==> src/rtl/parity_sreg_edit.sv <==
// S (address) register with central/editing decodes, odd-parity generate/check
// pipeline with sticky alarm and saturating error count, and the CYR/SR/CYL/EDOP edit unit.
module parity_sreg_edit #(
  parameter int DATA_W      = 15,
  parameter int ADDR_W      = 12,
  parameter int CENTRAL_TOP = 7,
  parameter int EDIT_BASE   = 16,
  parameter int EDOP_SH     = 7,
  parameter int CNT_W       = 4
) (
  input  logic              CLOCK,
  input  logic              rst,
  input  logic [DATA_W-1:0] WL,
  input  logic              WSG,
  input  logic              WG,
  input  logic [DATA_W:0]   GWORD,
  input  logic              GEN,
  input  logic              CHK,
  input  logic              PALE_CLR,
  output logic [ADDR_W-1:0] S,
  output logic              GEQZRO_,
  output logic              CENTRAL,
  output logic              CYR_,
  output logic              SR_,
  output logic              CYL_,
  output logic              EDOP_,
  output logic              PGEN,
  output logic              PVALID,
  output logic              PALE,
  output logic [CNT_W-1:0]  PERR_CNT,
  output logic [DATA_W-1:0] EDIT_Q,
  output logic              EDIT_VALID
);

  localparam int NUM_EDIT = 4;

  logic [ADDR_W-1:0] r_s;
  logic              r_pgen;
  logic              r_pvalid;
  logic              r_pale;
  logic [CNT_W-1:0]  r_cnt;
  logic [DATA_W-1:0] r_edit_q;
  logic              r_edit_valid;

  logic [NUM_EDIT-1:0] w_edit_sel;
  logic                w_central;
  logic                w_err;
  logic                w_edit_hit;
  logic [DATA_W-1:0]   w_edit_word;

  // One select per editing address, decoded from the registered S.
  genvar gi;
  generate
    for (gi = 0; gi < NUM_EDIT; gi++) begin : g_edit_dec
      assign w_edit_sel[gi] = (r_s == ADDR_W'(EDIT_BASE + gi));
    end
  endgenerate

  assign w_central  = (r_s <= ADDR_W'(CENTRAL_TOP));
  assign w_edit_hit = |w_edit_sel;
  // Even total parity on a non-central word is the only error condition.
  assign w_err      = CHK && !w_central && !(^GWORD);

  always_comb begin
    w_edit_word = r_edit_q;
    if (w_edit_sel[0])
      w_edit_word = {WL[0], WL[DATA_W-1:1]};
    else if (w_edit_sel[1])
      w_edit_word = {WL[DATA_W-1], WL[DATA_W-1:1]};
    else if (w_edit_sel[2])
      w_edit_word = {WL[DATA_W-2:0], WL[DATA_W-1]};
    else if (w_edit_sel[3])
      w_edit_word = WL >> EDOP_SH;
  end

  always_ff @(posedge CLOCK or negedge rst) begin
    if (!rst) begin
      r_s          <= '0;
      r_pgen       <= 1'b0;
      r_pvalid     <= 1'b0;
      r_pale       <= 1'b0;
      r_cnt        <= '0;
      r_edit_q     <= '0;
      r_edit_valid <= 1'b0;
    end else begin
      if (WSG)
        r_s <= WL[ADDR_W-1:0];

      r_pvalid <= GEN;
      if (GEN)
        r_pgen <= ~^WL;

      // The error term is tested first so it wins over a simultaneous clear.
      if (w_err)
        r_pale <= 1'b1;
      else if (PALE_CLR)
        r_pale <= 1'b0;

      if (w_err && (r_cnt != {CNT_W{1'b1}}))
        r_cnt <= r_cnt + 1'b1;

      r_edit_valid <= WG && w_edit_hit;
      if (WG && w_edit_hit)
        r_edit_q <= w_edit_word;
    end
  end

  assign S          = r_s;
  assign GEQZRO_    = |r_s;
  assign CENTRAL    = w_central;
  assign CYR_       = ~w_edit_sel[0];
  assign SR_        = ~w_edit_sel[1];
  assign CYL_       = ~w_edit_sel[2];
  assign EDOP_      = ~w_edit_sel[3];
  assign PGEN       = r_pgen;
  assign PVALID     = r_pvalid;
  assign PALE       = r_pale;
  assign PERR_CNT   = r_cnt;
  assign EDIT_Q     = r_edit_q;
  assign EDIT_VALID = r_edit_valid;

endmodule

==> config.mk <==
export PLATFORM = sky130hd
export DESIGN_NAME = parity_sreg_edit
export DESIGN_NICKNAME = d
export VERILOG_FILES = /design/src/rtl/parity_sreg_edit.sv
export SDC_FILE = /design/constraint.sdc
export NUM_CORES = 1
export LEC_CHECK = 0
export CELL_PAD_IN_SITES_DETAIL_PLACEMENT = 1
export CELL_PAD_IN_SITES_GLOBAL_PLACEMENT = 1
export CORE_ASPECT_RATIO = 0.8
export CORE_MARGIN = 5
export CORE_UTILIZATION = 35
export CTS_CLUSTER_DIAMETER = 200
export DETAILED_ROUTE_END_ITERATION = 6
export GPL_TIMING_DRIVEN = 0
export PLACE_DENSITY = 0.85
export SYNTH_ARGS = -nofsm -noshare
export SYNTH_HDL_FRONTEND = slang
export SYNTH_SLANG_ARGS = --single-unit
==> constraint.sdc <==
create_clock -name CLOCK -period 5.05 [get_ports CLOCK]
set_input_delay 1.515 -clock CLOCK [delete_from_list [all_inputs] [get_ports CLOCK]]
set_output_delay 1.515 -clock CLOCK [all_outputs]
set_load 0.02 [all_outputs]
==> flow_summary.toml <==
[outcome]
outcome = "complete, no violations"

[floorplan]
die_w_um = 94.5
number_of_cell_rows = 24
floorplan.die_area_um2 = 7340
initial_core_util = 0.364
die_y_um = 77.6
design.portCount = 79
core_area_um2 = 5500

[route]
vias = 1652
routed_wirelength_um = 5790
ant_nets = 0
post_drt_via_cell_ratio = 4.92
route.detailed.wl_per_inst_um = 17.2
drt_first_iter_violations = 52
residual_drc_count = 0
drt_first_pass_iters = 4

[global_routing]
global_route.overflow_total = 0
grt_start_max_net_pins = 36
wire_length_of_the_first_global_routing_pass_um = 9720
grt_pass1_vias = 1862
overall_global_routing_usage = 0.172
grt_antenna_before_repair = 0
use_met2 = 0.263
met3_track_usage_gr = 0.0658
grt_busiest_layer = "met2"
globalRouteMet1Util = 0.223

[placed_design]
hpwlAfterDp_um = 4550
gp_congestion = 0.763
placement.io_buffers = 78

[yosys]
postSynthAreaPerCell_um2 = 11.6
synth.cell_area_um2 = 2000
synthesis.instances = 172
postSynthNetCount = 211
synth.ff_latch_count = 35
synth-seq-area-share = 0.438
synth_warnings = 0
netlist-cell-type-count = 34
async_set_or_reset_flop_fraction_in_the_synthesized_netlist = 1.00
yosys_most_used_dff = "sky130_fd_sc_hd__dfrtp_1"
count_of_flip_flops_with_a_built_in_enable_after_synthesis = 0

[clocking]
cts_setup_buffers = 0
postCtsHoldBufs = 0
numCtsBuffers = 5
clock-sinks = 35
cts.clk_slew.worst_paths_ns = 0.07
cts-resized-gates = 0
ctsRootBufferMaster = "sky130_fd_sc_hd__clkbuf_8"
tritoncts_clock_tree = "done"
clockBufferDepth = 2
clock_latency_ns = 0.29
htree_num_levels = 2

[finish]
areaGrowthSynthToFinish_pct = 48.7
layout.nets = 296
post_route_cells_drive_above_1_share = 0.151
postLayoutCoreUtil = 0.541
final_antenna_diode_count = 0

[setup_path]
critical_path_peak_fanout = 6
critical_path.endpoint = "GEQZRO_"
timing.critical_path.from = "S[9]"
cp_slowest_cell = "sky130_fd_sc_hd__clkdlybuf4s50_1"
r2r_slack_ns = 2.95
critical_path_end_type = "output port"
worst-r2r-cell-count = 7
cp_top_family = "simple AND/OR/NAND/NOR gates"
cp.depth = 5
worst_r2r_endpoint = "EDIT_Q[7]"
crit_path_max_incr_delay_ns = 0.56
path_cells = "nor4_4 > and2_2 > nand2b_1 > or4_1 > clkdlybuf4s50_1"
worstPathArrival_ns = 2.44
critPathLaunchType = "flop"
r2r_start = "S[9]"
timing.critical_path.required_ns = 3.54
path_class = "flop to output port"
crit_buf_inv = 1

[timing]
relSlewSlack = 0.485
totalNegativeSetupSlack_ns = 0
count_of_endpoints_failing_hold_in_the_final_timing_report = 0
skew_ns = 0.00363
final_max_slew_violation_count = 0
max_freq_mhz = 253
worst_slew_pin_slew_ns = 0.773
fin_hold_ws_ns = 0.490
setup_violations = 0
timing.final.crit_share = 0.783
fin_crit_ns = 3.96
grt_setup_unrepaired = "false"

[hold_path]
hp-start = "EDIT_Q[0]"
min_path_type = "flop to flop"

[power_and_ir_drop]
vdd.ir_drop.worst_v = 0.000151
p_leak_uw = 0.00116
power_density_nw_per_um2 = 312

[run]
drv.max_cap_violation_count = 0
## cell usage after synthesis, types with 2 or more instances
cell type,n,share of area
sky130_fd_sc_hd__inv_1,11,0.021
sky130_fd_sc_hd__o21a_1,8,0.030
sky130_fd_sc_hd__a21oi_1,7,0.018
sky130_fd_sc_hd__nand2b_1,2,0.0063
sky130_fd_sc_hd__o221ai_2,3,0.023
sky130_fd_sc_hd__nor4_4,2,0.021
sky130_fd_sc_hd__a22oi_1,6,0.023
sky130_fd_sc_hd__nor2_1,8,0.015
sky130_fd_sc_hd__mux2_2,14,0.079
sky130_fd_sc_hd__dfrtp_1,35,0.44
sky130_fd_sc_hd__nand3_1,3,0.0075
sky130_fd_sc_hd__and3_1,3,0.0094
sky130_fd_sc_hd__xnor2_1,26,0.11
sky130_fd_sc_hd__mux2i_1,8,0.040
sky130_fd_sc_hd__nand4_1,2,0.0063
sky130_fd_sc_hd__o221ai_1,5,0.022
sky130_fd_sc_hd__buf_6,7,0.039
sky130_fd_sc_hd__xor2_1,5,0.022
sky130_fd_sc_hd__o21ai_0,2,0.0050
## per-layer routing
layer | up-vias | routed length (µm)
li1 | 773 | -
met1 | 802 | 2640
met2 | 70 | 2540
met3 | 7 | 524
met4 | 0 | 81
met5 | - | 0
## cell type report
class	count	area, µm²
clock buffers	8	100
fillers	596	2520
plain buffers	9	86.3
well taps	78	97.6
inverters	11	41.3
flip-flops and latches	35	876
multi-input cells	117	997
repair buffers	78	776
## cell usage in the layout, fill, tap and decap left out, types with 3 or more instances in the layout
cell type | Yosys | final
sky130_fd_sc_hd__o221ai_1 | 5 | 5
sky130_fd_sc_hd__xor2_1 | 5 | 5
sky130_fd_sc_hd__clkdlybuf4s50_1 | 0 | 77
sky130_fd_sc_hd__xnor2_1 | 26 | 26
sky130_fd_sc_hd__o221ai_2 | 3 | 3
sky130_fd_sc_hd__a22oi_1 | 6 | 6
sky130_fd_sc_hd__o21a_1 | 8 | 8
sky130_fd_sc_hd__inv_1 | 11 | 11
sky130_fd_sc_hd__buf_6 | 7 | 7
sky130_fd_sc_hd__mux2_2 | 14 | 14
sky130_fd_sc_hd__nor2_1 | 8 | 8
sky130_fd_sc_hd__dfrtp_1 | 35 | 35
sky130_fd_sc_hd__and3_1 | 3 | 3
sky130_fd_sc_hd__mux2i_1 | 8 | 8
sky130_fd_sc_hd__a21oi_1 | 7 | 7
sky130_fd_sc_hd__nand3_1 | 3 | 3
sky130_fd_sc_hd__clkbuf_8 | 0 | 7
## registers in the layout (all words and copies together) (netlist names)
| signal | count |
|---|---|
| EDIT_Q | 15 |
| EDIT_VALID | 1 |
| PALE | 1 |
| PERR_CNT | 4 |
| PGEN | 1 |
| PVALID | 1 |
| S | 12 |
## worst reg2reg max path, stage by stage, from the launching register on
cell and delay [ns]:
sky130_fd_sc_hd__dfrtp_1 0.42, sky130_fd_sc_hd__nor4_4 0.34, sky130_fd_sc_hd__nand3_2 0.16, sky130_fd_sc_hd__nor3b_4 0.41, sky130_fd_sc_hd__buf_6 0.21, sky130_fd_sc_hd__mux2i_1 0.22, sky130_fd_sc_hd__o221ai_2 0.13, sky130_fd_sc_hd__o21a_1 0.12
## metrics by stage
stage | power, µW | setup WS [ns] | cell area, µm² | std cells
final | 927 | 1.09 | 2970 | 336
after global routing | 981 | 0.928 | 2970 | 336
after CTS | 938 | 1.07 | 2970 | 336
after detailed placement | 710 | 1.41 | 2870 | 328
after global placement | 696 | 1.42 | 2880 | 328
after floorplan | 545 | 1.92 | 2000 | 172
## power by group
part	total (µW)	switching, µW	internal (µW)
Sequential	365	41.9	324
Combinational	334	156	179
Clock	228	103	124
Total	927	301	627
## cells by family after synthesis
kind of cell,synth area share
flops,0.438
compound gates,0.128
xor+xnor,0.136
simple gates,0.109
mux,0.119
buf+inv,0.0638
fa+ha+maj,0.00625
## worst min path at each step
| stage | endpoint | cells after the start |
|---|---|---|
| finish | EDIT_Q[0] | 1 |
| global route | EDIT_Q[3] | 1 |
| CTS | EDIT_Q[5] | 1 |
| detailed placement | EDIT_Q[5] | 1 |
| global placement | EDIT_Q[3] | 1 |
| floorplan | PALE | 2 |
Note: power is estimated with default switching activity, not from simulation.
